[src/rtl/disparity_pkg.sv]
// ============================================================================
// Module   : disparity_pkg
// Purpose  : Shared image geometry and writer types for the disparity pipeline.
// Revision : 1.0
// ============================================================================
`default_nettype none

package disparity_pkg;

  localparam int IMG_W        = 320;
  localparam int IMG_H        = 240;
  localparam int X_W          = 9;
  localparam int Y_W          = 8;
  localparam int DISP_W       = 6;
  localparam int ADDR_W       = 17;
  localparam int FIFO_DEPTH   = 16;
  localparam int FRAME_PIXELS = IMG_W * IMG_H;
  localparam int LAST_ADDR    = FRAME_PIXELS - 1;

  typedef enum logic [0:0] {
    WR_IDLE  = 1'b0,
    WR_WRITE = 1'b1
  } wr_state_e;

endpackage

`default_nettype wire

[src/rtl/sync_fifo.sv]
// ============================================================================
// Module   : sync_fifo
// Purpose  : Single-clock FIFO; the head entry is always visible on pop_data.
// Revision : 1.0
// ============================================================================
`default_nettype none

module sync_fifo #(
  parameter int WIDTH = 8,
  parameter int DEPTH = 16
) (
  input  logic                     clk,
  input  logic                     reset,
  input  logic                     push,
  input  logic [WIDTH-1:0]         push_data,
  input  logic                     pop,
  output logic [WIDTH-1:0]         pop_data,
  output logic                     full,
  output logic                     empty,
  output logic [$clog2(DEPTH):0]   level
);

  localparam int PTR_W = $clog2(DEPTH);

  logic [WIDTH-1:0] mem_q [DEPTH];
  logic [PTR_W-1:0] wr_ptr_q, wr_ptr_d;
  logic [PTR_W-1:0] rd_ptr_q, rd_ptr_d;
  logic [PTR_W:0]   level_q, level_d;
  logic             push_ok;
  logic             pop_ok;

  assign full     = (level_q == (PTR_W+1)'(DEPTH));
  assign empty    = (level_q == '0);
  assign level    = level_q;
  assign pop_data = mem_q[rd_ptr_q];

  // A push into a full FIFO is legal when the head leaves on the same edge.
  always_comb begin
    pop_ok   = pop && !empty;
    push_ok  = push && (!full || pop_ok);
    wr_ptr_d = push_ok ? wr_ptr_q + PTR_W'(1) : wr_ptr_q;
    rd_ptr_d = pop_ok  ? rd_ptr_q + PTR_W'(1) : rd_ptr_q;
    level_d  = level_q;
    case ({push_ok, pop_ok})
      2'b10:   level_d = level_q + (PTR_W+1)'(1);
      2'b01:   level_d = level_q - (PTR_W+1)'(1);
      default: level_d = level_q;
    endcase
  end

  always_ff @(posedge clk) begin
    if (push_ok) begin
      mem_q[wr_ptr_q] <= push_data;
    end
  end

  always_ff @(posedge clk or posedge reset) begin
    if (reset) begin
      wr_ptr_q <= '0;
      rd_ptr_q <= '0;
      level_q  <= '0;
    end else begin
      wr_ptr_q <= wr_ptr_d;
      rd_ptr_q <= rd_ptr_d;
      level_q  <= level_d;
    end
  end

endmodule

`default_nettype wire

[src/rtl/disparity_writer.sv]
// ============================================================================
// Module   : disparity_writer
// Purpose  : Converts correlator results to grayscale pixels and writes them
//            to frame memory through a decoupling FIFO.
// Revision : 1.0
// ============================================================================
`default_nettype none

module disparity_writer
  import disparity_pkg::*;
#(
  parameter int IMG_W      = disparity_pkg::IMG_W,
  parameter int IMG_H      = disparity_pkg::IMG_H,
  parameter int X_W        = disparity_pkg::X_W,
  parameter int Y_W        = disparity_pkg::Y_W,
  parameter int DISP_W     = disparity_pkg::DISP_W,
  parameter int ADDR_W     = disparity_pkg::ADDR_W,
  parameter int FIFO_DEPTH = disparity_pkg::FIFO_DEPTH
) (
  input  logic                          clk,
  input  logic                          reset,
  input  logic [DISP_W-1:0]             disparity,
  input  logic                          disparity_val,
  input  logic [X_W-1:0]                pixel_x,
  input  logic [Y_W-1:0]                pixel_y,
  output logic [ADDR_W-1:0]             mem_addr,
  output logic [7:0]                    mem_wrdata,
  output logic                          mem_write,
  input  logic                          mem_waitrequest,
  input  logic                          clear_overflow,
  output logic                          overflow,
  output logic                          frame_done,
  output logic [$clog2(FIFO_DEPTH):0]   fifo_level
);

  localparam int                ENT_W  = ADDR_W + 8;
  localparam logic [ADDR_W-1:0] LAST_A = ADDR_W'(IMG_W * IMG_H - 1);

  logic              s1_valid_q, s1_valid_d;
  logic [ADDR_W-1:0] s1_addr_q,  s1_addr_d;
  logic [7:0]        s1_pix_q,   s1_pix_d;
  logic [7:0]        pix_w;
  logic              in_range;

  wr_state_e         state_q, state_d;
  logic [ADDR_W-1:0] mem_addr_q, mem_addr_d;
  logic [7:0]        mem_wrdata_q, mem_wrdata_d;
  logic              mem_write_q, mem_write_d;
  logic              frame_done_q, frame_done_d;
  logic              overflow_q, overflow_d;

  logic              fifo_pop;
  logic              fifo_full;
  logic              fifo_empty;
  logic [ENT_W-1:0]  fifo_head;
  logic              accept;
  logic              drop;

  // Grayscale expansion repeats the top disparity bits into the low byte.
  if (DISP_W < 8) begin : g_pix_rep
    assign pix_w = {disparity, disparity[DISP_W-1 -: 8-DISP_W]};
  end else begin : g_pix_trunc
    assign pix_w = disparity[DISP_W-1 -: 8];
  end

  always_comb begin
    in_range   = (32'(pixel_x) < 32'(IMG_W)) && (32'(pixel_y) < 32'(IMG_H));
    s1_valid_d = disparity_val && in_range;
    s1_addr_d  = s1_addr_q;
    s1_pix_d   = s1_pix_q;
    if (s1_valid_d) begin
      s1_addr_d = ADDR_W'(32'(pixel_y) * 32'(IMG_W) + 32'(pixel_x));
      s1_pix_d  = pix_w;
    end
  end

  sync_fifo #(
    .WIDTH (ENT_W),
    .DEPTH (FIFO_DEPTH)
  ) u_fifo (
    .clk       (clk),
    .reset     (reset),
    .push      (s1_valid_q),
    .push_data ({s1_addr_q, s1_pix_q}),
    .pop       (fifo_pop),
    .pop_data  (fifo_head),
    .full      (fifo_full),
    .empty     (fifo_empty),
    .level     (fifo_level)
  );

  assign accept = mem_write_q && !mem_waitrequest;
  assign drop   = s1_valid_q && fifo_full && !fifo_pop;

  always_comb begin
    state_d      = state_q;
    mem_addr_d   = mem_addr_q;
    mem_wrdata_d = mem_wrdata_q;
    mem_write_d  = mem_write_q;
    frame_done_d = 1'b0;
    fifo_pop     = 1'b0;
    case (state_q)
      WR_IDLE: begin
        if (!fifo_empty) begin
          fifo_pop     = 1'b1;
          mem_addr_d   = fifo_head[ENT_W-1:8];
          mem_wrdata_d = fifo_head[7:0];
          mem_write_d  = 1'b1;
          state_d      = WR_WRITE;
        end
      end
      WR_WRITE: begin
        if (accept) begin
          frame_done_d = (mem_addr_q == LAST_A);
          if (!fifo_empty) begin
            fifo_pop     = 1'b1;
            mem_addr_d   = fifo_head[ENT_W-1:8];
            mem_wrdata_d = fifo_head[7:0];
          end else begin
            mem_write_d  = 1'b0;
            state_d      = WR_IDLE;
          end
        end
      end
      default: state_d = WR_IDLE;
    endcase
    overflow_d = drop ? 1'b1 : (clear_overflow ? 1'b0 : overflow_q);
  end

  always_ff @(posedge clk or posedge reset) begin
    if (reset) begin
      s1_valid_q   <= 1'b0;
      s1_addr_q    <= '0;
      s1_pix_q     <= '0;
      state_q      <= WR_IDLE;
      mem_addr_q   <= '0;
      mem_wrdata_q <= '0;
      mem_write_q  <= 1'b0;
      frame_done_q <= 1'b0;
      overflow_q   <= 1'b0;
    end else begin
      s1_valid_q   <= s1_valid_d;
      s1_addr_q    <= s1_addr_d;
      s1_pix_q     <= s1_pix_d;
      state_q      <= state_d;
      mem_addr_q   <= mem_addr_d;
      mem_wrdata_q <= mem_wrdata_d;
      mem_write_q  <= mem_write_d;
      frame_done_q <= frame_done_d;
      overflow_q   <= overflow_d;
    end
  end

  assign mem_addr   = mem_addr_q;
  assign mem_wrdata = mem_wrdata_q;
  assign mem_write  = mem_write_q;
  assign frame_done = frame_done_q;
  assign overflow   = overflow_q;

endmodule

`default_nettype wire

[config.mk]
export PLATFORM = sky130hd
export DESIGN_NAME = disparity_writer
export DESIGN_NICKNAME = d
export VERILOG_FILES = /design/src/rtl/disparity_pkg.sv /design/src/rtl/sync_fifo.sv /design/src/rtl/disparity_writer.sv
export SDC_FILE = /design/constraint.sdc
export NUM_CORES = 1
export LEC_CHECK = 0
export CAP_MARGIN = 5
export CORE_MARGIN = 5
export CORE_UTILIZATION = 50
export CTS_BUF_LIST = sky130_fd_sc_hd__clkbuf_8
export DETAILED_ROUTE_END_ITERATION = 8
export PLACE_DENSITY = 0.74
export SYNTH_ARGS = -nofsm -noshare
export SYNTH_HDL_FRONTEND = slang
export SYNTH_HIERARCHICAL = 1
export SYNTH_SLANG_ARGS = --single-unit
[constraint.sdc]
create_clock -name clk -period 3.6 [get_ports clk]
set_input_delay 1.08 -clock clk [delete_from_list [all_inputs] [get_ports clk]]
set_output_delay 1.08 -clock clk [all_outputs]
set_load 0.02 [all_outputs]
* Word-level counts from Yosys, hierarchy flattened
Memories as Yosys holds them, arrays and structs flattened.
Index checks and enable logic that the tools add are counted.
** Cells by class
- Add/sub/neg operators :: 5
- Multipliers :: 1
- Div/mod/pow operators :: 0
- Magnitude comparators :: 2
- Equal/unequal tests :: 7
- Shifts and indexed selects :: 0
- Mux-type cells :: 22
- Bitwise gates (word level) :: 1
- Reductions and logical operators :: 16
** Operator list (count)
- $mux W17 :: 2
- $pmux W17 S2 :: 1
- $add A17 B9 Y17 :: 1
- $eq A17 B17 Y1 const B :: 1
- $mux W8 :: 2
- $pmux W8 S2 :: 1
- $mux W1 :: 12
- $mul A8 B3 Y11 const B :: 1
- $pmux W5 S2 :: 1
- $lt A9 B9 Y1 const B :: 1
- $add A4 B1 Y4 const B :: 2
- $lt A8 B8 Y1 const B :: 1
- $logic_and A1 B1 Y1 :: 7
- $pmux W1 S2 :: 3
- $add A5 B1 Y5 const B :: 1
- $eq A5 B5 Y1 const B :: 1
- $logic_not A5 Y1 :: 1
- $sub A5 B1 Y5 const B :: 1
- $logic_not A1 Y1 :: 4
- $ne A2 B1 Y1 const B :: 2
- $reduce_bool A2 Y1 :: 2
- $reduce_and A3 Y1 :: 1
- $eq A2 B1 Y1 const B :: 1
- $eq A2 B2 Y1 const B :: 1
- other kinds (3) :: 3
** Word-level totals
- Register bits :: 68
- Latch bits :: 0
- Bits in writable memories :: 400
- ROM bits :: 0
- Input bits :: 28
- Output and inout bits :: 33
- Memories kept :: 1
** Memory list
- u_fifo.mem_q :: depth 16, width 25, read ports 1, clocked after Yosys merged registers in 0, wr ports 1, line sync_fifo.sv:25 : logic [WIDTH-1:0] mem_q [DEPTH];

* Longest topological paths before layout
Gate-level depths: netlist of the first run.
- Depth after elaboration :: 9
- Depth in mapped cells :: 14

* Modules after synthesis
Netlist of the first run, hierarchy kept.
** By module, submodules not included
- sync_fifo :: instances 1, cells each 809, area each 16119.2 um^2, sequential area each 12336.8 um^2
- disparity_writer :: instances 1, cells each 233, area each 2563.7 um^2, sequential area each 1326.3 um^2

* Worst setup path after synthesis of the first run
OpenSTA, ideal clock, no wires.
- Path type :: input to register
- Start :: input port mem_waitrequest
- End :: register u_fifo.level_q[4], in the netlist u_fifo/level[4]
- Data arrival time :: 3.909 ns
- Required time :: 3.470 ns
- Setup slack :: -0.439 ns
- Stages on the path :: 13
- Path buffers :: 2
- Path through :: nand2b_1 a21oi_1 buf_2 nor2b_1 clkbuf_1 ha_1 inv_1 fa_1 nor2b_1 o21ai_0 nand3_1 or3b_2 xnor2_1
** Between the ends
- Longest elaborated chain between the ends :: 9
- Elaborated cells between the ends (all ways) :: 11
- Classes of those cells :: eq/ne: 2; mux: 3; reduce/logical: 6
** Ends and longest elaborated chain
- from (decl) :: line disparity_writer.sv:29 : input logic mem_waitrequest,
- $logic_not A1 Y1 (*) :: line disparity_writer.sv:92 : assign accept = mem_write_q && !mem_waitrequest;
- $logic_and A1 B1 Y1 (*) :: line disparity_writer.sv:92
- $mux W1 (*) :: line disparity_writer.sv:113 : if (accept) begin
- $pmux W1 S2 (*) :: line disparity_writer.sv:102 : case (state_q)
- named net fifo_pop :: line disparity_writer.sv:52 : logic fifo_pop;
- $logic_and A1 B1 Y1 (*) :: line sync_fifo.sv:39 : pop_ok = pop && !empty;
- named net u_fifo.pop_ok :: line sync_fifo.sv:30 : logic pop_ok;
- $logic_or A1 B1 Y1 :: line sync_fifo.sv:40 : push_ok = push && (!full || pop_ok);
- $logic_and A1 B1 Y1 :: line sync_fifo.sv:40
- $eq A2 B1 Y1 or $eq A2 B2 Y1 (tied branches) :: line sync_fifo.sv:44 : case ({push_ok, pop_ok})
- $pmux W5 S2 or $reduce_bool A2 Y1 (tied branches)
- to (signal assigned) :: line sync_fifo.sv:65 : level_q <= level_d;
- to (decl) :: line sync_fifo.sv:28 : logic [PTR_W:0] level_q, level_d;
The timed path passes the listed nets; every way through them passes the cells marked *.
A chain may end at the register's enable or synchronous reset.

* Worst setup path in the final report of the first run
- Start :: input port pixel_y[1]
- End :: register s1_addr_q[16]
** Between the ends
- Longest elaborated chain between the ends :: 3
- Elaborated cells between the ends (all ways) :: 5
- Classes of those cells :: add/sub: 1; mul: 1; order compare: 1; reduce/logical: 2
** Ends and longest elaborated chain
- from (decl) :: line disparity_writer.sv:25 : input logic [Y_W-1:0] pixel_y,
- parallel branches: the longest is 3 deep, another holds $add A17 B9 Y17
- to (signal assigned) :: line disparity_writer.sv:143 : s1_addr_q <= s1_addr_d;
- to (decl) :: line disparity_writer.sv:40 : logic [ADDR_W-1:0] s1_addr_q, s1_addr_d;
Several ways; the timed one is not identified.

==> metrics.md, run 1 <==
| Metric | Value |
|---|---|
| Area share of the largest cell type after synthesis | `0.643` |
| Total global routing track utilization | `0.202` |
| FF-to-FF setup slack | `0.37 ns` |
| P&R area growth vs syn | `17.7%` |
| Remaining design rule violation count | `0` |
| Number of DRC markers after the initial detailed-route iteration | `939` |
| Final Power | `16.7 mW` |
| Upper clock frequency limit | `0.294 GHz` |
| Post-route antenna net violation count | `0` |
| Areal power density over the cells | `761 nW/µm²` |
| Critical Path RT | `4.12 ns` |
| Length of the first detailed-routing pass in iterations | `6` |
| Slew margin rel. | `0.382` |
| DIE AREA | `41300 µm²` |
| Post-Synthesis Net Count | `1097` |
| Average cell area after synthesis | `17.9 µm²` |
| Number of cells on the worst reg-to-reg path | `13` |
| Vias | `10200` |
| Synthesized flop and latch total | `466` |
| Count of final hold-check violations | `0` |
| Post-synth EDFFs | `400` |
| Post-DR wirelength/cell | `23.9 µm` |
| Clk slew on worst S/H paths | `0.06 ns` |
| Min-Delay Endpoint | `mem_wrdata[2]` |
| Port Buffer Count | `60` |
| Status | `completed` |
| First-pass GRT wire length | `62800 µm` |
| Congestion Overflow GR | `0` |
| Highest fanout seen on the critical path | `3` |
| Clock net sink count | `466` |
| Cells after synthesis | `1042` |
| Leading cell types in the layout, fill and taps excluded | `edfxtp_1, mux2i_1, nand2_1, clkbuf_8, dfrtp_1` |
| Clock latency on the worst-skew pair | `0.60 ns` |
| Commonest non-fill, non-tap cell in the layout | `edfxtp_1` |
| Maximum number of buffers from clock root to sink | `3` |
| Fraction of final layout cells sized beyond drive strength 1 | `0.207` |
| Initial Utilization | `0.508` |
| Via count of the first global-routing pass | `10500` |
| Setup Total Neg Slack | `0 ns` |
| Number of nets in the finished design | `1259` |
| FFs w/ async S/R, synth | `0.142` |
| Total I/O pin count | `61` |
| Width of the die | `203 µm` |
| Crit Path Class | `in -> reg` |
| Worst reg2reg startpoint | `u_fifo/level[0]` |
| Cell taking the most area after synthesis | `edfxtp_1` |
| Maximum VDD drop | `354 µV` |
| Worst Hold Depth | `1` |
| Transition time at the pin with the least slew margin | `0.928 ns` |
| End of the worst register-to-register path | `u_fifo/level[4]` |
| Die Height | `203 µm` |
| Quantity of hold-fixing buffers added after cts | `0` |
| Worst Hold Launch | `mem_wrdata[2]` |
| Main area contributors after synthesis | `edfxtp_1, dfrtp_1, mux4_2, mux2i_1, a221oi_1` |
| Syn Std Cell Area | `18700 µm²` |
| Dominant synthesized flop cell | `edfxtp_1` |
| Number of maximum-capacitance violations | `0` |
| Maximum number of pins on one net before global-route repair | `34` |
| Antenna violations before repair | `1` |
| Buffer count from post-CTS setup fixing | `0` |
| Post-cts sizing count | `0` |
| Worst clock skew | `0.0205 ns` |
| HP Class | `reg -> reg` |
| Placement row count | `70` |
| Ys Warns | `6` |
| TritonCTS clock tree | `built` |
| Number of different library cells in the post-synthesis netlist | `52` |
| P_leak | `7.94 nW` |
| Detail-routed via count per cell | `5.86` |
| Number of antenna diodes | `0` |
| CORE AREA | `36800 µm²` |
| Fin crit share | `0.944` |
| Min cycle time layout | `3.40 ns` |
| Arrival time at the worst endpoint | `3.92 ns` |
| Final setup violation count | `0` |
| Final weighted congestion in routability-driven placement | `0.792` |
| Number of H-tree branching levels | `3` |
| RSZ-0062 raised after global routing | `no` |
| Critical Path Sink Type | `flip-flop` |
| Register area share after synthesis | `0.731` |
| Type of origin of the critical path | `primary input` |
| Detailed placer's ending HPWL | `23600 µm` |
| Total CTS buffers | `73` |
| Final count of pins violating max slew | `0` |
| Final wirelength | `41400 µm` |
| Root cell of the clock tree | `clkbuf_8` |
## flip-flops by register name (all words and copies together), names as in the netlist, 4 cells and up
| register | count |
|---|---|
| u_fifo/mem_q | 400 |
| mem_wrdata | 8 |
| s1_pix_q | 6 |
| u_fifo/level | 5 |
| u_fifo/rd_ptr_q | 4 |
| mem_addr | 17 |
| u_fifo/wr_ptr_q | 4 |
| s1_addr_q | 17 |
## per-stage QoR
stage                     cell area (µm²)  std cells  setup WS [ns]  hold WS [ns]   util
after floorplan                     18700       1042         0.0418         0.493      -
after global routing                22000       1733       0.000211         0.536  0.598
after detailed placement            20600       1597         -0.405         0.499  0.559
final                               22000       1733          0.200         0.508  0.598
after CTS                           22000       1733          0.234         0.511  0.598
after global placement              20600       1597         -0.346         0.489  0.559
## worst max-delay path, stage by stage
cell and delay, ns:
clkdlybuf4s50_1 0.43, ha_1 0.31, ha_1 0.22, fa_1 0.40, a211oi_1 0.34, buf_4 0.18
o21ai_0 0.09, nor4b_1 0.18, or4b_1 0.54, a21oi_1 0.15
## final cells by class
type | instances | area [µm²]
Clock buffer | 78 | 1070
Timing Repair Buffer | 138 | 1540
Sequential cell | 466 | 13700
Multi-Input combinational cell | 508 | 4700
Fill cell | 2638 | 14800
Inverter | 17 | 63.8
Clock inverter | 58 | 359
Tap cell | 468 | 586
## cells by family after synthesis
| kind of cell | Yosys count | synth area share |
|---|---|---|
| DFF | 466 | 0.731 |
| muxes | 178 | 0.131 |
| and+or+nand+nor | 144 | 0.0371 |
| AOI/OAI and AO/OA | 142 | 0.0539 |
| buffers and inverters | 68 | 0.0194 |
| adders and majority gates | 27 | 0.0193 |
| xor gates and xnor gates | 17 | 0.00837 |
## how the worst max path moves through the flow
| stage | startpoint | to | slack (ns) | cells past startpoint |
|---|---|---|---|---|
| 3_5_place_dp | pixel_y[1] | s1_addr_q[16] | -0.41 | 10 |
| 6_report | pixel_y[1] | s1_addr_q[16] | 0.20 | 10 |
| 3_3_place_gp | pixel_y[1] | s1_addr_q[16] | -0.35 | 10 |
| 4_1_cts | pixel_y[1] | s1_addr_q[16] | 0.23 | 10 |
| 2_1_floorplan | mem_waitrequest | u_fifo/level[4] | 0.04 | 13 |
| 5_1_grt | pixel_y[1] | s1_addr_q[15] | 0.0002 | 10 |
## synthesized netlist by cell type (5+ instances only)
master and number:
a21oi_1 7, a221oi_1 50, a22oi_1 25, and2_1 18
buf_2 11, buf_4 7, buf_6 6, clkbuf_1 22
dfrtp_1 66, edfxtp_1 400, ha_1 24, inv_1 17
mux2_2 27, mux2i_1 101, mux4_2 50, nand2_1 81
nand4_1 5, nor2_1 11, nor2b_1 6, o21ai_0 42
xnor2_1 10, xor2_1 6
## metal layers
layer	vias up	track usage	routed length, µm
met5	-	0	0
met4	0	0.0638	878
met3	51	0.0475	3280
met2	417	0.329	20200
met1	5203	0.273	17000
li1	4493	-	-
## power breakdown
part	switching (mW)	total [mW]	internal [mW]
clock network	2.00	4.30	2.31
registers	0.674	7.34	6.66
logic	2.68	5.09	2.41
No activity file was read; power rests on OpenSTA's default activity.
==> run 2: changes to the inputs <==
- CORE_MARGIN: 5 -> 2
==> run 2 against run 1 <==
Clock skew rose by 0.0038 ns. Non-clock buffer count is 7 higher. Register-to-register slack worse by 0.07 ns. Count of clock-buffer cells in the layout increased by 7. Sequential share of layout area shrank 0.17 points. Largest cell class unchanged.
==> metrics.md, run 2 (synthesis gave the netlist of run 1 again) <==
| Metric | Value |
|---|---|
| Status | `completed (unchanged)` |
| RSZ-0062 raised after global routing | `no (unchanged)` |
| Final count of pins violating max slew | `0 (unchanged)` |
| Remaining design rule violation count | `0 (unchanged)` |
| Final Power | `16.9 mW (was 16.7 mW)` |
| Detail-routed via count per cell | `5.86 (about the same)` |
| Highest fanout seen on the critical path | `4 (was 3)` |
| Maximum number of pins on one net before global-route repair | `54 (was 34)` |
| Antenna violations before repair | `0 (was 1)` |
| Count of final hold-check violations | `0 (unchanged)` |
| Clock latency on the worst-skew pair | `0.60 ns (about the same)` |
| Areal power density over the cells | `768 nW/µm² (was 761 nW/µm²)` |
| Width of the die | `197 µm (was 203 µm)` |
| Largest reg by FF count | `u_fifo/mem_q (unchanged)` |
| Congestion Overflow GR | `0 (unchanged)` |
| P_leak | `7.97 nW (was 7.94 nW)` |
| Placed Instance Area | `20500 µm² (was 20600 µm²)` |
| Fraction of final layout cells sized beyond drive strength 1 | `0.224 (was 0.207)` |
| Post-DR wirelength/cell | `23.6 µm (was 23.9 µm)` |
| Upper clock frequency limit | `0.291 GHz (was 0.294 GHz)` |
| Sum of met2 wire segment lengths after detailed routing | `20400 µm (was 20200 µm)` |
| Type of origin of the critical path | `primary input (unchanged)` |
| Transition time at the pin with the least slew margin | `0.890 ns (was 0.928 ns)` |
| Total CTS buffers | `73 (unchanged)` |
| Proportion of total power due to net switching | `0.316 (was 0.320)` |
| Post-Route Utilization | `0.601 (was 0.598)` |
| Max Used Layer | `met4 (unchanged)` |
| Length of the first detailed-routing pass in iterations | `5 (was 6)` |
| Arrival time at the worst endpoint | `3.91 ns (was 3.92 ns)` |
| Hold slack | `0.506 ns (was 0.508 ns)` |
| Critical Path RT | `4.08 ns (was 4.12 ns)` |
| Maximum number of buffers from clock root to sink | `3 (unchanged)` |
| Number of DRC markers after the initial detailed-route iteration | `1086 (was 939)` |
| Post-Route M1 WL | `16900 µm (was 17000 µm)` |
| Number of flip-flops in the largest register | `400 (unchanged)` |
| Post-route cell area | `22000 µm² (about the same)` |
| Filler-free cell count of the finished design | `1738 (was 1733)` |
| Clk slew on worst S/H paths | `0.06 ns (about the same)` |
| Number of antenna diodes | `0 (unchanged)` |
| Min cycle time layout | `3.43 ns (was 3.40 ns)` |
| Clock net sink count | `466 (unchanged)` |
| Leading cell types in the layout, fill and taps excluded | `edfxtp_1, mux2i_1, clkbuf_8, nand2_1, dfrtp_1 (was edfxtp_1, mux2i_1, nand2_1, clkbuf_8, dfrtp_1)` |
| Number of nets in the finished design | `1266 (was 1259)` |
| Clock network fraction of design power | `0.268 (was 0.257)` |
| Crit Path Class | `in -> reg (unchanged)` |
| Buffers and inverters on the worst path | `2 (unchanged)` |
| Buffer count from post-CTS setup fixing | `0 (unchanged)` |
| Total global routing track utilization | `0.219 (was 0.202)` |
| Cell at the slowest stage of the critical path | `clkdlybuf4s50_1 (was or4b_1)` |
| Number of H-tree branching levels | `3 (unchanged)` |
| Initial Utilization | `0.509 (was 0.508)` |
| TritonCTS clock tree | `built (unchanged)` |
| Power dissipated by switching net loads | `5.35 mW (about the same)` |
| Worst clock skew | `0.0242 ns (was 0.0205 ns)` |
| Final wirelength | `41100 µm (was 41400 µm)` |
| Post-route antenna net violation count | `0 (unchanged)` |
| Number of maximum-capacitance violations | `0 (unchanged)` |
| Port Buffer Count | `60 (unchanged)` |
| Cell-by-cell listing of the critical path | `clkdlybuf4s50_1 -> nand2b_1 -> a21oi_4 -> o21a_4 -> inv_1 -> ha_4 -> ha_1 -> nor2b_1 -> o21ai_0 -> a21oi_1 -> or3b_2 -> xnor2_1 (was clkdlybuf4s50_1 -> ha_1 -> ha_1 -> fa_1 -> a211oi_1 -> buf_4 -> o21ai_0 -> nor4b_1 -> or4b_1 -> a21oi_1)` |
| Crit-path max cell delay | `0.51 ns (was 0.54 ns)` |
| Total I/O pin count | `61 (unchanged)` |
| Comb pwr share | `0.304 (about the same)` |
| P&R area growth vs syn | `18.0% (was 17.7%)` |
| Post-Place Cells | `1604 (was 1597)` |
| HP Class | `reg -> reg (unchanged)` |
| Root cell of the clock tree | `clkbuf_8 (unchanged)` |
| Critical Path Sink Type | `flip-flop (unchanged)` |
| DIE AREA | `38900 µm² (was 41300 µm²)` |
| CORE AREA | `36700 µm² (was 36800 µm²)` |
| Placement row count | `70 (unchanged)` |
| Die Height | `197 µm (was 203 µm)` |
| Setup Total Neg Slack | `0 ns (unchanged)` |
| Via count of the first global-routing pass | `10500 (about the same)` |
| Final setup violation count | `0 (unchanged)` |
| Vias | `10200 (about the same)` |
| Slew margin rel. | `0.407 (was 0.382)` |
| Routed length on met3 | `2890 µm (was 3280 µm)` |
| Worst setup slack after layout | `0.165 ns (was 0.200 ns)` |
| Sequential cell fraction of total power | `0.428 (was 0.439)` |
| Fin crit share | `0.954 (was 0.944)` |
| Top Family by Delay on Critical Path | `simple AND/OR/NAND/NOR gates (was adder cells)` |
| Internal Power | `11.6 mW (was 11.4 mW)` |
| Maximum VDD drop | `366 µV (was 354 µV)` |
| Final weighted congestion in routability-driven placement | `0.760 (was 0.792)` |
| Commonest non-fill, non-tap cell in the layout | `edfxtp_1 (unchanged)` |
| Setup slack after placement | `-0.427 ns (was -0.405 ns)` |
| Detailed placer's ending HPWL | `23700 µm (was 23600 µm)` |
| First-pass GRT wire length | `62900 µm (was 62800 µm)` |
==> run 2: cell type report <==
type                            count  area [µm²]
Fill cell                        2612       14700
Sequential cell                   466       13700
Multi-Input combinational cell    508        4700
Timing Repair Buffer              145        1510
Clock buffer                       85        1170
Tap cell                          468         586
Clock inverter                     49         340
Inverter                           17        63.8
==> run 2: final timing paths <==
check	start	end	slack (ns)	cells past startpoint
max	mem_waitrequest	u_fifo/level[4]	0.17	12
min	mem_wrdata[2]	mem_wrdata[2]	0.51	1
max reg2reg	u_fifo/level[0]	u_fifo/level[4]	0.30	13
min reg2reg	mem_wrdata[2]	mem_wrdata[2]	0.51	1
max in group asynchronous	reset	s1_addr_q[13]	2.05	3
min in group asynchronous	reset	overflow	0.92	2
==> run 2: power by group through the flow <==
stage / clock network [mW] / logic, mW / registers [mW]
4_1_cts: 4.63 / 5.16 / 7.25
3_5_place_dp: 0 / 5.13 / 7.36
3_3_place_gp: 0 / 5.03 / 7.31
2_1_floorplan: 0 / 3.35 / 7.31
5_1_grt: 4.85 / 5.56 / 7.35
6_report: 4.53 / 5.15 / 7.24
==> run 2: layer usage <==
metal | vias up | GRT usage
li1 | 4507 | -
met1 | 5222 | 0.297
met2 | 384 | 0.362
met3 | 65 | 0.0389
met4 | 0 | 0.0721
met5 | - | 0
==> run 2: what timing repair did <==
item                                   CTS  global route
gates resized for setup                  0             2
endpoints found under the hold margin    0             0
hold buffers                             0             0
setup endpoints to repair                0             1
==> run 3: changes to the inputs <==
- GPL_TIMING_DRIVEN: not set -> 0
==> run 3 against run 2 <==
Sequential power fell by 1%. Die area unchanged. Largest power group unchanged. Hold slack about the same. Critical path type unchanged. Worst setup slack worse by 0.10 ns. Critical path depth shrank 3. Non-clock buffer count decreased by 18. Final cell count shrank 0.92%. Via count grew 1.1%. Highest routed layer unchanged.
==> metrics.md, run 3 (synthesis gave the netlist of run 1 again) <==
| Metric | Value |
|---|---|
| Status | `completed (unchanged)` |
| CORE AREA | `36700 µm² (unchanged)` |
| First-pass GRT wire length | `63900 µm (was 62900 µm)` |
| DIE AREA | `38900 µm² (unchanged)` |
| Min cycle time layout | `3.54 ns (was 3.43 ns)` |
| Number of nets in the finished design | `1249 (was 1266)` |
| Highest fanout seen on the critical path | `15 (was 4)` |
| Fillers | `2622 (was 2612)` |
| Width of the die | `197 µm (unchanged)` |
| Post-route antenna net violation count | `0 (unchanged)` |
| Comb pwr share | `0.324 (was 0.304)` |
| Clk slew on worst S/H paths | `0.06 ns (about the same)` |
| Worst reg2reg startpoint | `u_fifo/level[2] (was u_fifo/level[0])` |
| Length of the first detailed-routing pass in iterations | `5 (unchanged)` |
| Congestion Overflow GR | `0 (unchanged)` |
| Quantity of hold-fixing buffers added after cts | `0 (unchanged)` |
| Leading cell types in the layout, fill and taps excluded | `edfxtp_1, mux2i_1, clkbuf_8, nand2_1, dfrtp_1 (unchanged)` |
| FF-to-FF setup slack | `0.23 ns (was 0.30 ns)` |
| Die Height | `197 µm (unchanged)` |
| Critical Path Sink Type | `flip-flop (unchanged)` |
| Number of maximum-capacitance violations | `0 (unchanged)` |
| Critical path startpoint | `mem_waitrequest (unchanged)` |
| Maximum number of buffers from clock root to sink | `3 (unchanged)` |
| Proportion of total power due to net switching | `0.334 (was 0.316)` |
| Port Buffer Count | `60 (unchanged)` |
| Internal Power | `11.1 mW (was 11.6 mW)` |
| Fraction of final layout cells sized beyond drive strength 1 | `0.198 (was 0.224)` |
| Cell at the slowest stage of the critical path | `and2_1 (was clkdlybuf4s50_1)` |
| Upper clock frequency limit | `0.283 GHz (was 0.291 GHz)` |
| Total global routing track utilization | `0.225 (was 0.219)` |
| Root cell of the clock tree | `clkbuf_8 (unchanged)` |
| Antenna violations before repair | `0 (unchanged)` |
| Detailed placer's ending HPWL | `26800 µm (was 23700 µm)` |
| Transition time at the pin with the least slew margin | `1.08 ns (was 0.890 ns)` |
| Critical Path RT | `3.90 ns (was 4.08 ns)` |
| Number of flip-flops in the largest register | `400 (unchanged)` |
| Crit-path max cell delay | `0.72 ns (was 0.51 ns)` |
| Cell-by-cell listing of the critical path | `clkdlybuf4s50_1 -> nand2b_4 -> a21oi_4 -> buf_12 -> o21a_4 -> clkinvlp_4 -> nor3b_1 -> and2_1 -> buf_16 (was clkdlybuf4s50_1 -> nand2b_1 -> a21oi_4 -> o21a_4 -> inv_1 -> ha_4 -> ha_1 -> nor2b_1 -> o21ai_0 -> a21oi_1 -> or3b_2 -> xnor2_1)` |
| Count of final hold-check violations | `0 (unchanged)` |
| Worst Hold Launch | `mem_wrdata[2] (unchanged)` |
| Power dissipated by switching net loads | `5.59 mW (was 5.35 mW)` |
| Commonest non-fill, non-tap cell in the layout | `edfxtp_1 (unchanged)` |
| Global Route met2 Usage | `0.358 (was 0.362)` |
| Number of DRC markers after the initial detailed-route iteration | `838 (was 1086)` |
| Final setup violation count | `0 (unchanged)` |
| Clock net sink count | `466 (unchanged)` |
| Setup slack after placement | `-1.02 ns (was -0.427 ns)` |
| Remaining design rule violation count | `0 (unchanged)` |
| Post-DR wirelength/cell | `24.9 µm (was 23.6 µm)` |
| Type of origin of the critical path | `primary input (unchanged)` |
| Met1 layer usage reported by global route | `0.308 (was 0.297)` |
| Top Family by Delay on Critical Path | `simple AND/OR/NAND/NOR gates (unchanged)` |
| Fin crit share | `0.982 (was 0.954)` |
| TritonCTS clock tree | `built (unchanged)` |
| Via count of the first global-routing pass | `10400 (was 10500)` |
| Met3 routing resource usage after global routing | `0.0591 (was 0.0389)` |
| Slew margin rel. | `0.282 (was 0.407)` |
| Maximum VDD drop | `594 µV (was 366 µV)` |
| Clock latency on the worst-skew pair | `0.61 ns (was 0.60 ns)` |
| Worst clock skew | `0.0373 ns (was 0.0242 ns)` |
| HP Class | `reg -> reg (unchanged)` |
| Most Used Layer, Global Route | `met2 (unchanged)` |
| Final count of pins violating max slew | `0 (unchanged)` |
| Placed Instance Area | `20300 µm² (was 20500 µm²)` |
| Hold slack | `0.507 ns (was 0.506 ns)` |
| Initial Utilization | `0.509 (unchanged)` |
| Arrival time at the worst endpoint | `3.83 ns (was 3.91 ns)` |
| Total I/O pin count | `61 (unchanged)` |
| Final wirelength | `42800 µm (was 41100 µm)` |
| P_leak | `7.77 nW (was 7.97 nW)` |
| Maximum number of pins on one net before global-route repair | `54 (unchanged)` |
| Total CTS buffers | `74 (was 73)` |
| Clock network fraction of design power | `0.247 (was 0.268)` |
| Crit Path Class | `in -> reg (unchanged)` |
| Post-route cell area | `21700 µm² (was 22000 µm²)` |
| P&R area growth vs syn | `16.2% (was 18.0%)` |
| Areal power density over the cells | `770 nW/µm² (was 768 nW/µm²)` |
| Largest reg by FF count | `u_fifo/mem_q (unchanged)` |
| Number of antenna diodes | `0 (unchanged)` |
| Detail-routed via count per cell | `5.98 (was 5.86)` |
| Worst setup slack after layout | `0.0640 ns (was 0.165 ns)` |
| Post-Route Utilization | `0.592 (was 0.601)` |
| Buffers and inverters on the worst path | `4 (was 2)` |
| Vias | `10300 (was 10200)` |
| Number of H-tree branching levels | `3 (unchanged)` |
| Placement row count | `70 (unchanged)` |
| Final weighted congestion in routability-driven placement | `0.779 (was 0.760)` |
| Sequential cell fraction of total power | `0.429 (was 0.428)` |
==> run 3: cell count changes in the layout (fill, tap and decap cells not counted), sizes merged <==
cell / change
clkinvlp: +4
clkbuf: +22
buf: -43
clkinv: -5
inv: +11
bufinv: -5
==> run 3: worst register-to-register path, delay by kind of cell (launching register included) <==
family	cells	cell delay, ns
and+or+nand+nor	5	1.32
adders and majority gates	2	0.56
AOI/OAI and AO/OA	3	0.44
DFF	1	0.43
buffers and inverters	3	0.36
xor gates and xnor gates	1	0.13
==> run 3: stage by stage <==
step                      cells  TNS (ns)  power (mW)
after floorplan            1042         0        10.7
after global placement     1570   -518.09        12.4
after detailed placement   1584   -293.59        12.6
after CTS                  1721         0        16.8
after global routing       1722  -0.00954        17.5
final                      1722         0        16.7
==> run 3: cell type report <==
type / instances / area, µm² / share of cell area
multi-input cells: 508 / 4740 / 0.218
repair buffers: 77 / 991 / 0.0456
clock inverters: 54 / 240 / 0.0111
well taps: 468 / 586 / 0.0270
clock buffers: 82 / 1130 / 0.0520
inverters: 17 / 70.1 / 0.00323
plain buffers: 50 / 297 / 0.0137
flip-flops and latches: 466 / 13700 / 0.629
==> run 3: final timing paths <==
kind,endpoint,depth (start not counted)
worst max-delay path,u_fifo/mem_q[5][10],9
worst min-delay path,mem_wrdata[2],1
worst max register to register,u_fifo/level[4],14
worst min register to register,mem_wrdata[2],1
max in group asynchronous,s1_addr_q[5],2
min in group asynchronous,u_fifo/level[1],2
==> run 3: timing repair <==
action                     CTS  global route
setup buffers                2             1
resized for setup            4            11
pin swaps                    1             1
setup endpoints to repair  276            28
==> run 3: layer usage <==
| metal | part of all wire | wire length [µm] |
|---|---|---|
| met1 | 0.41 | 17700 |
| met5 | 0 | 0 |
| met4 | 0.018 | 749 |
| met3 | 0.088 | 3760 |
| met2 | 0.48 | 20600 |
==> run 3: power groups by stage <==
stage                     Sequential, mW  Clock (mW)  Combinational, mW
after CTS                           7.17        4.20               5.39
after floorplan                     7.31           0               3.35
after global placement              7.23           0               5.15
after detailed placement            7.27           0               5.35
after global routing                7.25        4.45               5.77
final                               7.17        4.13               5.42
